File: src/rtl/spike_pattern_decoder.sv
// Windowed spike-onset counter with threshold readout and valid/ready result port.
// Optional argmax stage: define SPIKE_DECODER_WINNER_EN to build COMPARE and the winner register.
module spike_pattern_decoder #(
  parameter int N             = 7,
  parameter int WINDOW_CYCLES = 1024,
  parameter int CNT_W         = 10
) (
  input  logic             clk,
  input  logic             reset,
  input  logic [N-1:0]     spikes,
  input  logic             start,
  input  logic [CNT_W-1:0] threshold,
  output logic             busy,
  output logic             out_valid,
  input  logic             out_ready,
  output logic [N-1:0]     pattern_out,
  output logic             any_spike,
  output logic [2:0]       winner
);

  localparam int WIN_W = (WINDOW_CYCLES > 1) ? $clog2(WINDOW_CYCLES) : 1;
  localparam logic [CNT_W-1:0] CNT_MAX = {CNT_W{1'b1}};

  typedef enum logic [1:0] {
    S_IDLE    = 2'd0,
    S_COUNT   = 2'd1,
    S_COMPARE = 2'd2,
    S_HOLD    = 2'd3
  } state_t;

`ifdef SPIKE_DECODER_WINNER_EN
  localparam state_t AFTER_COUNT = S_COMPARE;
`else
  localparam state_t AFTER_COUNT = S_HOLD;
`endif

  state_t             state_r;
  state_t             state_s;
  logic [CNT_W-1:0]   cnt_r [N];
  logic [N-1:0]       prev_r;
  logic [N-1:0]       onset_s;
  logic [WIN_W-1:0]   win_cnt_r;
  logic               win_last_s;
  logic [CNT_W-1:0]   thr_r;
  logic [N-1:0]       pattern_s;
  logic               any_s;
  logic               busy_r;
  logic               out_valid_r;
  logic [N-1:0]       pattern_r;
  logic               any_r;

  assign onset_s    = spikes & ~prev_r;
  assign win_last_s = (win_cnt_r == WIN_W'(WINDOW_CYCLES - 1));

`ifdef SPIKE_DECODER_WINNER_EN
  logic [2:0]         scan_idx_r;
  logic               scan_last_s;
  logic [CNT_W-1:0]   max_r;
  logic [2:0]         best_r;
  logic [2:0]         winner_r;

  assign scan_last_s = (scan_idx_r == 3'(N - 1));
  assign winner      = winner_r;
`else
  assign winner      = 3'd0;
`endif

  assign busy        = busy_r;
  assign out_valid   = out_valid_r;
  assign pattern_out = pattern_r;
  assign any_spike   = any_r;

  // State register
  always_ff @(posedge clk) begin
    if (reset) begin
      state_r <= S_IDLE;
    end else begin
      state_r <= state_s;
    end
  end

  // Next-state logic
  always_comb begin
    state_s = state_r;
    case (state_r)
      S_IDLE: begin
        if (start) state_s = S_COUNT;
        else       state_s = S_IDLE;
      end
      S_COUNT: begin
        if (win_last_s) state_s = AFTER_COUNT;
        else            state_s = S_COUNT;
      end
`ifdef SPIKE_DECODER_WINNER_EN
      S_COMPARE: begin
        if (scan_last_s) state_s = S_HOLD;
        else             state_s = S_COMPARE;
      end
`endif
      S_HOLD: begin
        if (out_valid_r && out_ready) state_s = S_IDLE;
        else                          state_s = S_HOLD;
      end
      default: state_s = S_IDLE;
    endcase
  end

  // Threshold compare and activity reduction over the final counts
  always_comb begin
    pattern_s = '0;
    any_s     = 1'b0;
    for (int i = 0; i < N; i++) begin
      pattern_s[i] = (cnt_r[i] >= thr_r);
      if (cnt_r[i] != '0) any_s = 1'b1;
      else                any_s = any_s;
    end
  end

  // Onset counters, edge-detect history and window timer
  always_ff @(posedge clk) begin
    if (reset) begin
      prev_r    <= '0;
      win_cnt_r <= '0;
      thr_r     <= '0;
      for (int i = 0; i < N; i++) cnt_r[i] <= '0;
    end else if (state_r == S_IDLE && start) begin
      prev_r    <= '0;
      win_cnt_r <= '0;
      thr_r     <= threshold;
      for (int i = 0; i < N; i++) cnt_r[i] <= '0;
    end else if (state_r == S_COUNT) begin
      prev_r    <= spikes;
      win_cnt_r <= win_cnt_r + WIN_W'(1);
      // saturate rather than wrap so a hyperactive neuron never reads as silent
      for (int i = 0; i < N; i++) begin
        if (onset_s[i] && cnt_r[i] != CNT_MAX) cnt_r[i] <= cnt_r[i] + CNT_W'(1);
      end
    end
  end

`ifdef SPIKE_DECODER_WINNER_EN
  // Sequential argmax; strict greater-than keeps the lowest index on ties
  always_ff @(posedge clk) begin
    if (reset) begin
      scan_idx_r <= 3'd0;
      max_r      <= '0;
      best_r     <= 3'd0;
    end else if (state_r == S_IDLE && start) begin
      scan_idx_r <= 3'd0;
      max_r      <= '0;
      best_r     <= 3'd0;
    end else if (state_r == S_COMPARE) begin
      scan_idx_r <= scan_idx_r + 3'd1;
      if (cnt_r[scan_idx_r] > max_r) begin
        max_r  <= cnt_r[scan_idx_r];
        best_r <= scan_idx_r;
      end
    end
  end
`endif

  // Result registers: published on the first HOLD cycle, cleared by handshake
  always_ff @(posedge clk) begin
    if (reset) begin
      busy_r      <= 1'b0;
      out_valid_r <= 1'b0;
      pattern_r   <= '0;
      any_r       <= 1'b0;
`ifdef SPIKE_DECODER_WINNER_EN
      winner_r    <= 3'd0;
`endif
    end else begin
      busy_r <= (state_s != S_IDLE);
      if (state_r == S_HOLD && !out_valid_r) begin
        out_valid_r <= 1'b1;
        pattern_r   <= pattern_s;
        any_r       <= any_s;
`ifdef SPIKE_DECODER_WINNER_EN
        winner_r    <= best_r;
`endif
      end else if (out_valid_r && out_ready) begin
        out_valid_r <= 1'b0;
      end
    end
  end

endmodule
File: config.mk
export PLATFORM = sky130hd
export DESIGN_NAME = spike_pattern_decoder
export DESIGN_NICKNAME = d
export VERILOG_FILES = /design/src/rtl/spike_pattern_decoder.sv
export SDC_FILE = /design/constraint.sdc
export NUM_CORES = 1
export LEC_CHECK = 0
export BUFFER_PORTS_ARGS = -buffer_cell sky130_fd_sc_hd__buf_4
export CELL_PAD_IN_SITES_DETAIL_PLACEMENT = 1
export CELL_PAD_IN_SITES_GLOBAL_PLACEMENT = 1
export CORE_ASPECT_RATIO = 0.6
export CORE_MARGIN = 3
export CORE_UTILIZATION = 49
export DETAILED_ROUTE_END_ITERATION = 16
export PLACE_DENSITY_LB_ADDON = 0.3
export SLEW_MARGIN = 20
export SYNTH_ARGS = -nofsm -noshare
export SYNTH_HDL_FRONTEND = slang
export SYNTH_SLANG_ARGS = --single-unit
File: constraint.sdc
create_clock -name clk -period 2.6 [get_ports clk]
set_clock_uncertainty 0.05 [all_clocks]
set_input_delay 0.26 -clock clk [delete_from_list [all_inputs] [get_ports clk]]
set_output_delay 0.26 -clock clk [all_outputs]
set_load 0.005 [all_outputs]
==> results of run 1 <==
metal layers:
layer,routed length (µm),vias to the layer above,global-route usage (%)
li1,-,2610,-
met1,9082,2749,36.99
met2,9246,189,43.77
met3,1338,40,5.409
met4,427,0,6.867
met5,0,-,0
final cells by class:
type / count / area share (%)
timing repair buffer: 41 / 4.123
inverter: 38 / 1.911
sequential: 109 / 37.27
multi-input combinational: 541 / 49.86
clock inverter: 3 / 0.3352
clock buffer: 13 / 3.653
tap: 170 / 2.849
registers in the layout, summed over array words and instances, names as in the netlist:
name and flops:
state_r 2, pattern_out 7, thr_r 10, busy 1, out_valid 1, prev_r 7
win_cnt_r 10, cnt_r 70, any_spike 1
cell usage in the layout (no fill, tap or decap), types with 4 or more instances in the layout:
cell type,count
nor2_1,92
ha_1,85
nand2_1,73
edfxtp_1,60
dfxtp_1,49
buf_4,41
inv_1,38
xor2_1,34
o21ai_0,31
xnor2_1,23
nand3_1,22
a21oi_1,21
and3_1,14
nand2b_1,12
nor4_1,12
a211oi_1,10
nand4_1,10
clkbuf_16,10
o211ai_1,9
nor3_1,8
or3_1,8
nand3b_1,7
a2111oi_0,7
a41o_1,5
a22o_1,5
a41oi_1,5
o21a_1,4
a221oi_1,4
through the flow:
step / power (mW) / std cells
floorplan: 2.401 / 705
global placement: 2.589 / 899
detailed placement: 2.642 / 899
CTS: 4.033 / 915
global route: 4.202 / 915
finish: 4.041 / 915
power breakdown:
part / leakage [nW] / internal [mW] / switching [mW] / total [mW]
combinational: 1.67 / 0.235 / 0.348 / 0.583
clock: 0.145 / 0.748 / 0.664 / 1.41
sequential: 1.05 / 1.91 / 0.134 / 2.05
how the worst max path moves through the flow:
stage	to	slack, ns	cells past startpoint
floorplan	cnt_r[2][0]	0.55	7
global placement	any_spike	0.41	5
detailed placement	pattern_out[5]	0.38	5
CTS	cnt_r[0][3]	0.36	5
global route	pattern_out[3]	0.13	5
finish	pattern_out[4]	0.29	4
cells in the mapped netlist, drive strengths merged (3+ instances only):
cell type and n:
nand3b 7, a41o 5, o22ai 3, or2 3, o21a 4, a211oi 10
o211ai 9, and3 14, edfxtp 60, xnor2 23, nor3 8, and2 3
a2111oi 7, nand2b 12, inv 38, a211o 3, or3 8, a41oi 5
a22o 5, dfxtp 49, nand4 10, ha 85, nor2 93, nor4 14
o21ai 31, nand2 73, clkbuf 13, a21oi 21, a221oi 4, nor2b 3
nand3 22, xor2 34, buf 4
critical path, delay by kind of cell (launching register included):
family / cells / cell delay [ns]
compound gates: 3 / 1.22
fa+ha+maj: 1 / 0.34
flops: 1 / 0.59
logic make-up after synthesis:
logic type | count (synthesis) | synth area share [%]
AND/OR/NAND/NOR | 278 | 19.92
multiplexers | 2 | 0.2981
adder cells (fa/ha/maj) | 85 | 15.84
flip-flops | 109 | 41.44
AO/OA/AOI/OAI | 116 | 11.78
XOR/XNOR | 57 | 7.434
other | 1 | 0.05584
buffers and inverters | 55 | 3.242
==> reports/metrics.cfg, run 1 <==
[worst_setup_path]
path_max_fanout = 6
reg2regPathDepth = 4
crit_path_top_delay_cell = a2111oi_0
r2r-start = cnt_r[4][7]
reg2reg_slack_ns = 0.29
startpoint = cnt_r[4][7]
crit_path_end_kind = register
path_cells = ha_1 > a2111oi_0 > a221oi_1 > a22o_1
crit_type = reg -> reg
crit_path_max_incr_delay_ns = 0.75
crit_path_start_kind = register
worstPathArrival_ns = 2.51
required_ns = 2.80
regToRegEndpoint = pattern_out[4]

[hold_path]
whs_path_depth = 3
min_to = thr_r[6]
hold_path.startpoint = threshold[6]
hold_class = in -> reg

[cts]
cts_buffers = 9
root_buffer = clkbuf_16
clockBufferDepth = 2
cts_max_level = 3
clk_latency_ns = 0.36
clock-sinks = 109
post_cts_buffers = 0
tritoncts = done
path_clk_slew_ns = 0.07
cts_hold_repair.buffers = 0
post_cts_resized = 0

[logic_synthesis]
synth-main-ff-cell = edfxtp_1
yosys.area.top_type = edfxtp_1
avgSynthCellArea_um2 = 9.552
syn_area_um2 = 6715
ys_seq_elements = 109
synth_warnings = 0
synth_cell_type_count = 54
netlist_top_cells_area = edfxtp_1 (27%), ha_1 (16%), dfxtp_1 (15%), nor2_1 (5.1%), xor2_1 (4.4%)
synth-edff-count = 60
yosysTopAreaCellShare_pct = 26.83
synth_cells = 703
yosysSeqAreaShare_pct = 41.44
synth_async_sr_flop_share_pct = 0

[timing]
setup_viol = 0
timing.setup.tns_ns = 0
clock.fmax_mhz = 432.3
fin_ws_ns = 0.2866
worst_hold_slack_ns = 0.05770
worstMarginPinSlew_ns = 0.8406
hold_viol = 0
post-route-period-util_pct = 88.98
rsz0062_at_grt = false
max_slew_margin_pct = 42.51
finalCriticalPeriod_ns = 2.313
slew_viol_final = 0

[finish]
syn2layout_area_growth_pct = 11.18
drive_above_1_share_pct = 8.456
layout.area.seq_um2 = 2783
multi_input_area_um2 = 3722
final_util_pct = 56.85
nNetsFinal = 846
fillers = 1519
diodes = 0
design_area_um2 = 7466

[floorplan]
dieHeight_um = 96.68
die_w_um = 157.1
row_count = 32
ios = 34
core-area_um2 = 13130
dieArea_um2 = 15190
start_util_pct = 51.13

[grt]
antenna_found_initial = 0
grt_max_degree = 25
grt_overflow_total = 0
grt_pass1_vias = 5895
grt_pass1_wl_mm = 32.12
grt_util_all_layers_pct = 26.97

[placed_design]
place_hpwl_mm = 15.02
pre_cts_slack_ns = 0.3823
port_buffers = 30
place_congestion = 0.8566
placed_area_um2 = 7168

[routing]
wire_per_inst_um = 21.96
detail-route-antenna-nets = 0
vias_per_cell = 6.107
post-route-drc-count = 0
wl_mm = 20.09
first_pass_iters = 4
drt-initial-drc-count = 376
num_vias = 5588

[power_and_ir_drop]
irDropWorstVdd_v = 0.0003266
p_per_area_nw_per_um2 = 541.2
p_leak_nw = 2.867

[run]
drv_cap = 0

[status]
status = complete, no violations

(Power assumes the default switching activity.)
==> run 2, diff against run 1 <==
CORE_MARGIN = default   (was 3)
CORE_UTILIZATION = 52   (was 49)
clock period = 2.7 ns   (was 2.6 ns; I/O delays follow)
==> reports/metrics.cfg, run 2 (synthesized netlist as in run 1, its figures left out) <==
[hold_path]
hold_class = in -> reg

[worst_setup_path]
path_max_fanout = 5
crit_path_start_kind = register
required_ns = 2.89
crit_path_end_kind = register
crit_type = reg -> reg
worstPathArrival_ns = 2.46

[floorplan]
ios = 34
core-area_um2 = 12330
dieArea_um2 = 13390
start_util_pct = 54.44
dieHeight_um = 90.03
die_w_um = 148.7
row_count = 31

[grt]
grt_pass1_wl_mm = 32.75
grtUsageMet3_pct = 5.939
antenna_found_initial = 0
grtUsageMet2_pct = 50.31
grt_pass1_vias = 6087
grtUsageMet1_pct = 44.11
grt_max_degree = 23
grt_util_all_layers_pct = 32.24
top_usage_layer = met2
grt_overflow_total = 0

[cts]
post_cts_buffers = 0
cts_max_level = 3
clk_latency_ns = 0.36
cts_hold_repair.buffers = 0
cts_buffers = 9
root_buffer = clkbuf_16
tritoncts = done
clock-sinks = 109
clockBufferDepth = 2
post_cts_resized = 0
path_clk_slew_ns = 0.07

[routing]
num_vias = 5701
wl_mm = 20.25
wire_per_inst_um = 22.08
first_pass_iters = 5
drt-initial-drc-count = 380
post-route-drc-count = 0
detail-route-antenna-nets = 0
vias_per_cell = 6.217

[finish]
nNetsFinal = 853
multi_input_area_um2 = 3722
diodes = 0
layout.area.seq_um2 = 2783
fillers = 1395
syn2layout_area_growth_pct = 11.83
design_area_um2 = 7510
final_util_pct = 60.88
layout_commonest_cell = nor2_1
largest_reg_flops = 70
regMostFlops = cnt_r
largestRegisters = cnt_r: 70 flops, thr_r: 10 flops, win_cnt_r: 10 flops
final_cell_mix = nor2_1 (92), ha_1 (85), nand2_1 (73)
drive_above_1_share_pct = 9.309

[timing]
timing.setup.tns_ns = 0
fin_ws_ns = 0.4312
setup_viol = 0
clock.fmax_mhz = 440.8
max_slew_margin_pct = 50.84
rsz0062_at_grt = false
hold_viol = 0
slew_viol_final = 0
worstMarginPinSlew_ns = 0.7188
post-route-period-util_pct = 84.03
finalCriticalPeriod_ns = 2.269
worst_hold_slack_ns = 0.06311

[power_and_ir_drop]
clkPwrFrac_pct = 34.5
combPwrFrac_pct = 14.7
p_per_area_nw_per_um2 = 518.8
p_leak_nw = 2.900
irDropWorstVdd_v = 0.0003078
p_sw_mw = 1.125
swShare_pct = 28.88
seqPwrFrac_pct = 50.7
internal-power_mw = 2.771

[placed_design]
placed_area_um2 = 7214
pre_cts_slack_ns = 0.5360
place_congestion = 0.9242
place_hpwl_mm = 15.31
port_buffers = 30

[run]
drv_cap = 0

[status]
status = complete, no violations

-- run 2: cell types whose count changed in the layout (fill, tap and decap cells not counted) --
cell	previous run	this run
buf_4	41	48
clkbuf_8	1	0
inv_6	2	1
clkbuf_1	1	0
inv_8	0	1
inv_1	38	39
clkbuf_2	1	0
clkinv_2	0	1
clkinv_4	0	1
-- run 2: through the flow --
step	total power, mW	std cells
after floorplan	2.312	705
after global placement	2.500	901
after detailed placement	2.564	901
after CTS	3.901	917
after global routing	4.038	917
final	3.896	917
-- run 2: power by group through the flow --
stage	combinational (mW)	clock, mW	sequential (mW)
floorplan	0.363	0	1.95
finish	0.574	1.35	1.98
global placement	0.504	0	2.00
CTS	0.568	1.36	1.97
global route	0.640	1.41	1.99
detailed placement	0.556	0	2.01
-- run 2: cell type report --
class,count,share of cell area [%]
multi-input combinational,541,49.57
sequential,109,37.05
timing repair buffer,48,4.798
clock buffer,10,3.332
tap,165,2.749
inverter,38,1.899
clock inverter,6,0.5998
-- run 2: worst max-delay path: stages, from the launching register on --
cell	delay, ns
edfxtp_1	0.51
nor4_1	0.57
nand4_1	0.14
or4_1	0.55
nor4_1	0.25
nor3_1	0.08
-- run 2: layer usage --
layer / routed length (µm) / vias up
li1: - / 2623
met1: 9266 / 2831
met2: 9151 / 198
met3: 1274 / 49
met4: 553 / 0
met5: 0 / -
-- run 2: final timing paths --
kind,from,to,slack [ns],cells past startpoint
max,cnt_r[0][7],any_spike,0.43,5
min,threshold[8],thr_r[8],0.06,3
max reg2reg,cnt_r[0][7],any_spike,0.43,5
min reg2reg,prev_r[6],prev_r[6],0.41,2
